--- config.mk ---
export PLATFORM = sky130hd
export DESIGN_NAME = mcs4_fetch_seq
export DESIGN_NICKNAME = d
export VERILOG_FILES = /design/src/rtl/mcs4_fetch_seq.sv
export SDC_FILE = /design/constraint.sdc
export NUM_CORES = 1
export LEC_CHECK = 0
export CAP_MARGIN = 20
export CORE_ASPECT_RATIO = 1.75
export CORE_MARGIN = 8
export CORE_UTILIZATION = 30
export DETAILED_ROUTE_END_ITERATION = 7
export DONT_BUFFER_PORTS = 1
export GPL_ROUTABILITY_DRIVEN = 0
export GPL_TIMING_DRIVEN = 0
export PLACE_DENSITY = 0.52
export SLEW_MARGIN = 30
export SYNTH_ARGS = -nofsm -noshare
export SYNTH_HDL_FRONTEND = slang
export SYNTH_SLANG_ARGS = --single-unit
--- constraint.sdc ---
create_clock -name clk -period 2.3 [get_ports clk]
set_input_delay 0.23 -clock clk [delete_from_list [all_inputs] [get_ports clk]]
set_output_delay 0.23 -clock clk [all_outputs]
set_load 0.005 [all_outputs]
--- src/rtl/mcs4_fetch_seq.sv ---
// MCS-4 CPU-side bus sequencer: generates the 8-phase instruction cycle, drives
// the PC onto the multiplexed nibble bus, captures OPR/OPA and decodes cm_rom.
module mcs4_fetch_seq #(
  parameter logic [11:0] RESET_PC = 12'h000
) (
  input  logic        clk,
  input  logic        rst,
  output logic        sync,
  output logic [2:0]  icyc,
  input  logic [3:0]  dbus_in,
  output logic [3:0]  dbus_out,
  output logic        dbus_oe,
  output logic        cm_rom,
  output logic        instr_vld,
  output logic [3:0]  instr_opr,
  output logic [3:0]  instr_opa,
  output logic [11:0] instr_pc,
  input  logic [3:0]  x2_data,
  input  logic        x2_oe,
  output logic [3:0]  io_rd_data,
  output logic        io_rd_vld,
  input  logic        pc_load,
  input  logic [11:0] pc_load_val
);

  typedef enum logic [2:0] {
    PH_A1 = 3'd0,
    PH_A2 = 3'd1,
    PH_A3 = 3'd2,
    PH_M1 = 3'd3,
    PH_M2 = 3'd4,
    PH_X1 = 3'd5,
    PH_X2 = 3'd6,
    PH_X3 = 3'd7
  } phase_e;

  phase_e      phase_q, phase_d;
  logic [11:0] pc_q, pc_d;
  logic [3:0]  opr_q, opr_d;
  logic [3:0]  iopr_q, iopr_d;
  logic [3:0]  iopa_q, iopa_d;
  logic [11:0] ipc_q, ipc_d;
  logic [3:0]  io_data_q, io_data_d;

  logic        rd_sel;
  logic        src_sel;

  // The instruction fields are re-registered at the M2 edge so they stay
  // stable from X1 to the next X1, while opr_q is already overwritten in M1.
  assign rd_sel  = (iopr_q == 4'hE) && iopa_q[3];
  assign src_sel = (iopr_q == 4'h2) && iopa_q[0];

  always_ff @(posedge clk) begin
    if (rst) begin
      phase_q   <= PH_X3;
      pc_q      <= RESET_PC;
      opr_q     <= '0;
      iopr_q    <= '0;
      iopa_q    <= '0;
      ipc_q     <= '0;
      io_data_q <= '0;
    end else begin
      phase_q   <= phase_d;
      pc_q      <= pc_d;
      opr_q     <= opr_d;
      iopr_q    <= iopr_d;
      iopa_q    <= iopa_d;
      ipc_q     <= ipc_d;
      io_data_q <= io_data_d;
    end
  end

  always_comb begin
    phase_d   = phase_e'(phase_q + 3'd1);
    pc_d      = pc_q;
    opr_d     = opr_q;
    iopr_d    = iopr_q;
    iopa_d    = iopa_q;
    ipc_d     = ipc_q;
    io_data_d = io_data_q;
    case (phase_q)
      PH_M1: opr_d = dbus_in;
      PH_M2: begin
        iopr_d = opr_q;
        iopa_d = dbus_in;
        ipc_d  = pc_q;
        pc_d   = pc_q + 12'd1;
      end
      PH_X2: if (rd_sel) io_data_d = dbus_in;
      PH_X3: if (pc_load) pc_d = pc_load_val;
      default: ;
    endcase
  end

  always_comb begin
    sync      = 1'b0;
    dbus_out  = '0;
    dbus_oe   = 1'b0;
    cm_rom    = 1'b0;
    instr_vld = 1'b0;
    io_rd_vld = 1'b0;
    case (phase_q)
      PH_A1: begin dbus_out = pc_q[3:0];  dbus_oe = 1'b1; end
      PH_A2: begin dbus_out = pc_q[7:4];  dbus_oe = 1'b1; end
      PH_A3: begin dbus_out = pc_q[11:8]; dbus_oe = 1'b1; end
      PH_M2: cm_rom = (opr_q == 4'hE);
      PH_X1: instr_vld = 1'b1;
      PH_X2: begin
        dbus_out = x2_data;
        dbus_oe  = x2_oe && !rd_sel;
        cm_rom   = src_sel;
      end
      PH_X3: begin
        sync      = 1'b1;
        io_rd_vld = rd_sel;
      end
      default: ;
    endcase
  end

  assign icyc       = phase_q;
  assign instr_opr  = iopr_q;
  assign instr_opa  = iopa_q;
  assign instr_pc   = ipc_q;
  assign io_rd_data = io_data_q;

endmodule
==> impl_metrics.yaml <==
sta:
  worstMarginPinSlew_ps: 548
  finalHoldViolCount: 0
  setup_ws_ps: 119
  slew_headroom_pct: 63.5
  rsz0062_at_grt: "false"
  tns_ps: 0
  fin_worst_skew_ps: 4.92
  setup_violations: 0
  clock.fmax_mhz: 458
  min_period_over_period_pct: 94.8
  drv_slew: 0
  min_period_ps: 2180
worst_setup_path:
  cp-end-kind: "primary output"
  critPathRequiredTime_ps: 2070
  critPathMaxFanout: 9
  critical_path_class: "reg2out"
  critical_path_arrival_ps: 1950
  startpoint_type: "register"
clocking:
  cts_buffers: 5
  tritoncts: "done"
  clkTransAtPathRegs_ps: 60
  post_cts_buffers: 0
  cts_sinks: 43
  clock_path_buffers: 2
  h-tree-depth: 2
  insertion_delay_ps: 280
  clock-root-buffer: "clkbuf_16"
synthesis:
  yosysTopAreaCell: "dfxtp_1"
  synthTopCellsByArea: "dfxtp_1, nand2_1, a21oi_1"
  syn_avg_cell_area_um2: 8.32
  synth_cells: 258
  syn_area_um2: 2150
  netlist-cell-type-count: 47
  synth.most_common_cell: "nand2_1"
  seq_area_frac_synth_pct: 40.1
  synth_common_cells: "nand2_1, dfxtp_1, a21oi_1, clkbuf_1, nor2_1"
  synth_warnings: 0
  synth_top_area_share_pct: 40.1
  ys_seq_elements: 43
  synth_edf_count: 0
  synthArstFlopShare_pct: 0
  syn-num-nets: 289
  synth_flop_cell: "dfxtp_1"
die:
  die_w_um: 80.0
  pin_count: 60
  start_util_pct: 30.3
  die_h_um: 128
  core_um2: 7080
  dieArea_um2: 10200
  row_count: 41
drt:
  drtPass1Iterations: 4
  viasPerCell: 5.43
  vias: 1907
  drc: 0
  drt-total-wl_mm: 6.58
  drtAntennaViolNets: 0
  initialDrtViolationCount: 101
  wl_per_cell_um: 18.8
final_layout:
  fin_area_um2: 2390
  n_antenna_cell: 0
  drive_gt1_share_pct: 7.55
  nNetsFinal: 295
  area_delta_synth_final_pct: 11.5
place:
  hpwlAfterDp_mm: 5.18
  place_area_um2: 2250
  portBuffers: 0
  pre_cts_slack_ps: 200
power_and_ir_drop:
  total_power_uw: 1810
  p_leak_uw: 0.000789
  peakVddDrop_mv: 0.338
  powerDensity_nw_per_um2: 756
flow_run:
  cap_violations: 0
outcome:
  status: "complete, no violations"
global_routing:
  grt_start_max_net_pins: 14
  grt_pass1_wl_mm: 10.5
  antenna_found_initial: 0
  grt.overflow.total: 0
  grtUsageTotal_pct: 13.3
  grt_pass1_vias: 1955
hold_path:
  hold_path_class: "in2reg"
==> cells in the final DEF, fill, tap and decap left out, types with 2 or more instances in the layout <==
master	instances
dfxtp_1	43
nor4_1	7
and3_1	4
a21oi_1	30
nand4_1	6
ha_1	7
o31a_1	2
nor2b_1	3
o21ai_0	7
clkbuf_16	5
nand3_1	3
a211oi_1	2
o21bai_1	3
nor3_1	6
clkbuf_1	12
buf_2	3
nand2_1	49
mux2i_1	5
inv_1	6
buf_6	2
and4b_1	2
a221oi_1	2
a222oi_1	4
and2_1	4
or3_1	2
o31ai_1	6
nand4b_1	3
nor2_1	13
nand2b_1	2
==> stage by stage <==
step | util (%) | hold WS, ps | std cells
after global placement | 31.8 | 371 | 344
after CTS | 33.8 | 73.8 | 352
after floorplan | - | 366 | 258
after global routing | 33.8 | 76.2 | 351
after detailed placement | 31.8 | 376 | 344
final | 33.8 | 76.1 | 351
==> worst paths after layout <==
kind                                    from  cells after the start           end  slack (ps)
worst min-delay path              dbus_in[0]                      2  instr_opa[0]          80
worst max register to register       icyc[1]                      6       pc_q[4]         220
worst max-delay path                 icyc[0]                      5   dbus_out[3]         120
worst min register to register  instr_opa[1]                      2  instr_opa[1]         470
==> routing by layer <==
| layer | part of all wire [%] | track usage (%) | vias up | routed length [um] |
|---|---|---|---|---|
| met5 | 0 | 0 | - | 0 |
| met4 | 4.1 | 8.51 | 0 | 269 |
| met3 | 7.5 | 4.35 | 12 | 491 |
| met2 | 54 | 23.2 | 56 | 3530 |
| met1 | 35 | 12.8 | 894 | 2290 |
| li1 | - | - | 945 | - |
==> critical path, cell delays in order, from the launching register on <==
cell	delay, ps
dfxtp_1	460
inv_1	120
ha_1	210
clkbuf_1	210
a222oi_1	470
o21ai_0	190
==> flip-flops by register name, summed over array words and instances, names as in the netlist <==
name        cells
instr_pc       12
instr_opr       4
icyc            3
pc_q           12
instr_opa       4
io_rd_data      4
opr_q           4
==> final cells by class <==
cell class	instances	area (um2)
clock buffers	6	129
inverters	7	26.3
clock inverters	2	12.5
multi-input cells	190	1170
fillers	787	4690
flip-flops and latches	43	861
well taps	86	108
plain buffers	17	83.8
==> report_power, final <==
part	internal [uW]	leakage, uW	switching (uW)
logic	105	0.000372	155
clock network	401	0.0000669	295
registers	786	0.000350	68.0
total	1290	0.000789	518
==> cells by family after synthesis <==
family | share of synthesized area (%)
adders and majority gates | 4.08
muxes | 3.03
DFF | 40.1
AOI/OAI and AO/OA | 20.5
and+or+nand+nor | 27.0
buffers and inverters | 5.24
==> what timing repair did <==
action | CTS | global route
endpoints found under the hold margin | 0 | 0
hold buffers | 0 | 0
endpoints found under the setup margin | 0 | 2
gates resized for setup | 0 | 2
No activity file was read; power rests on OpenSTA's default activity.
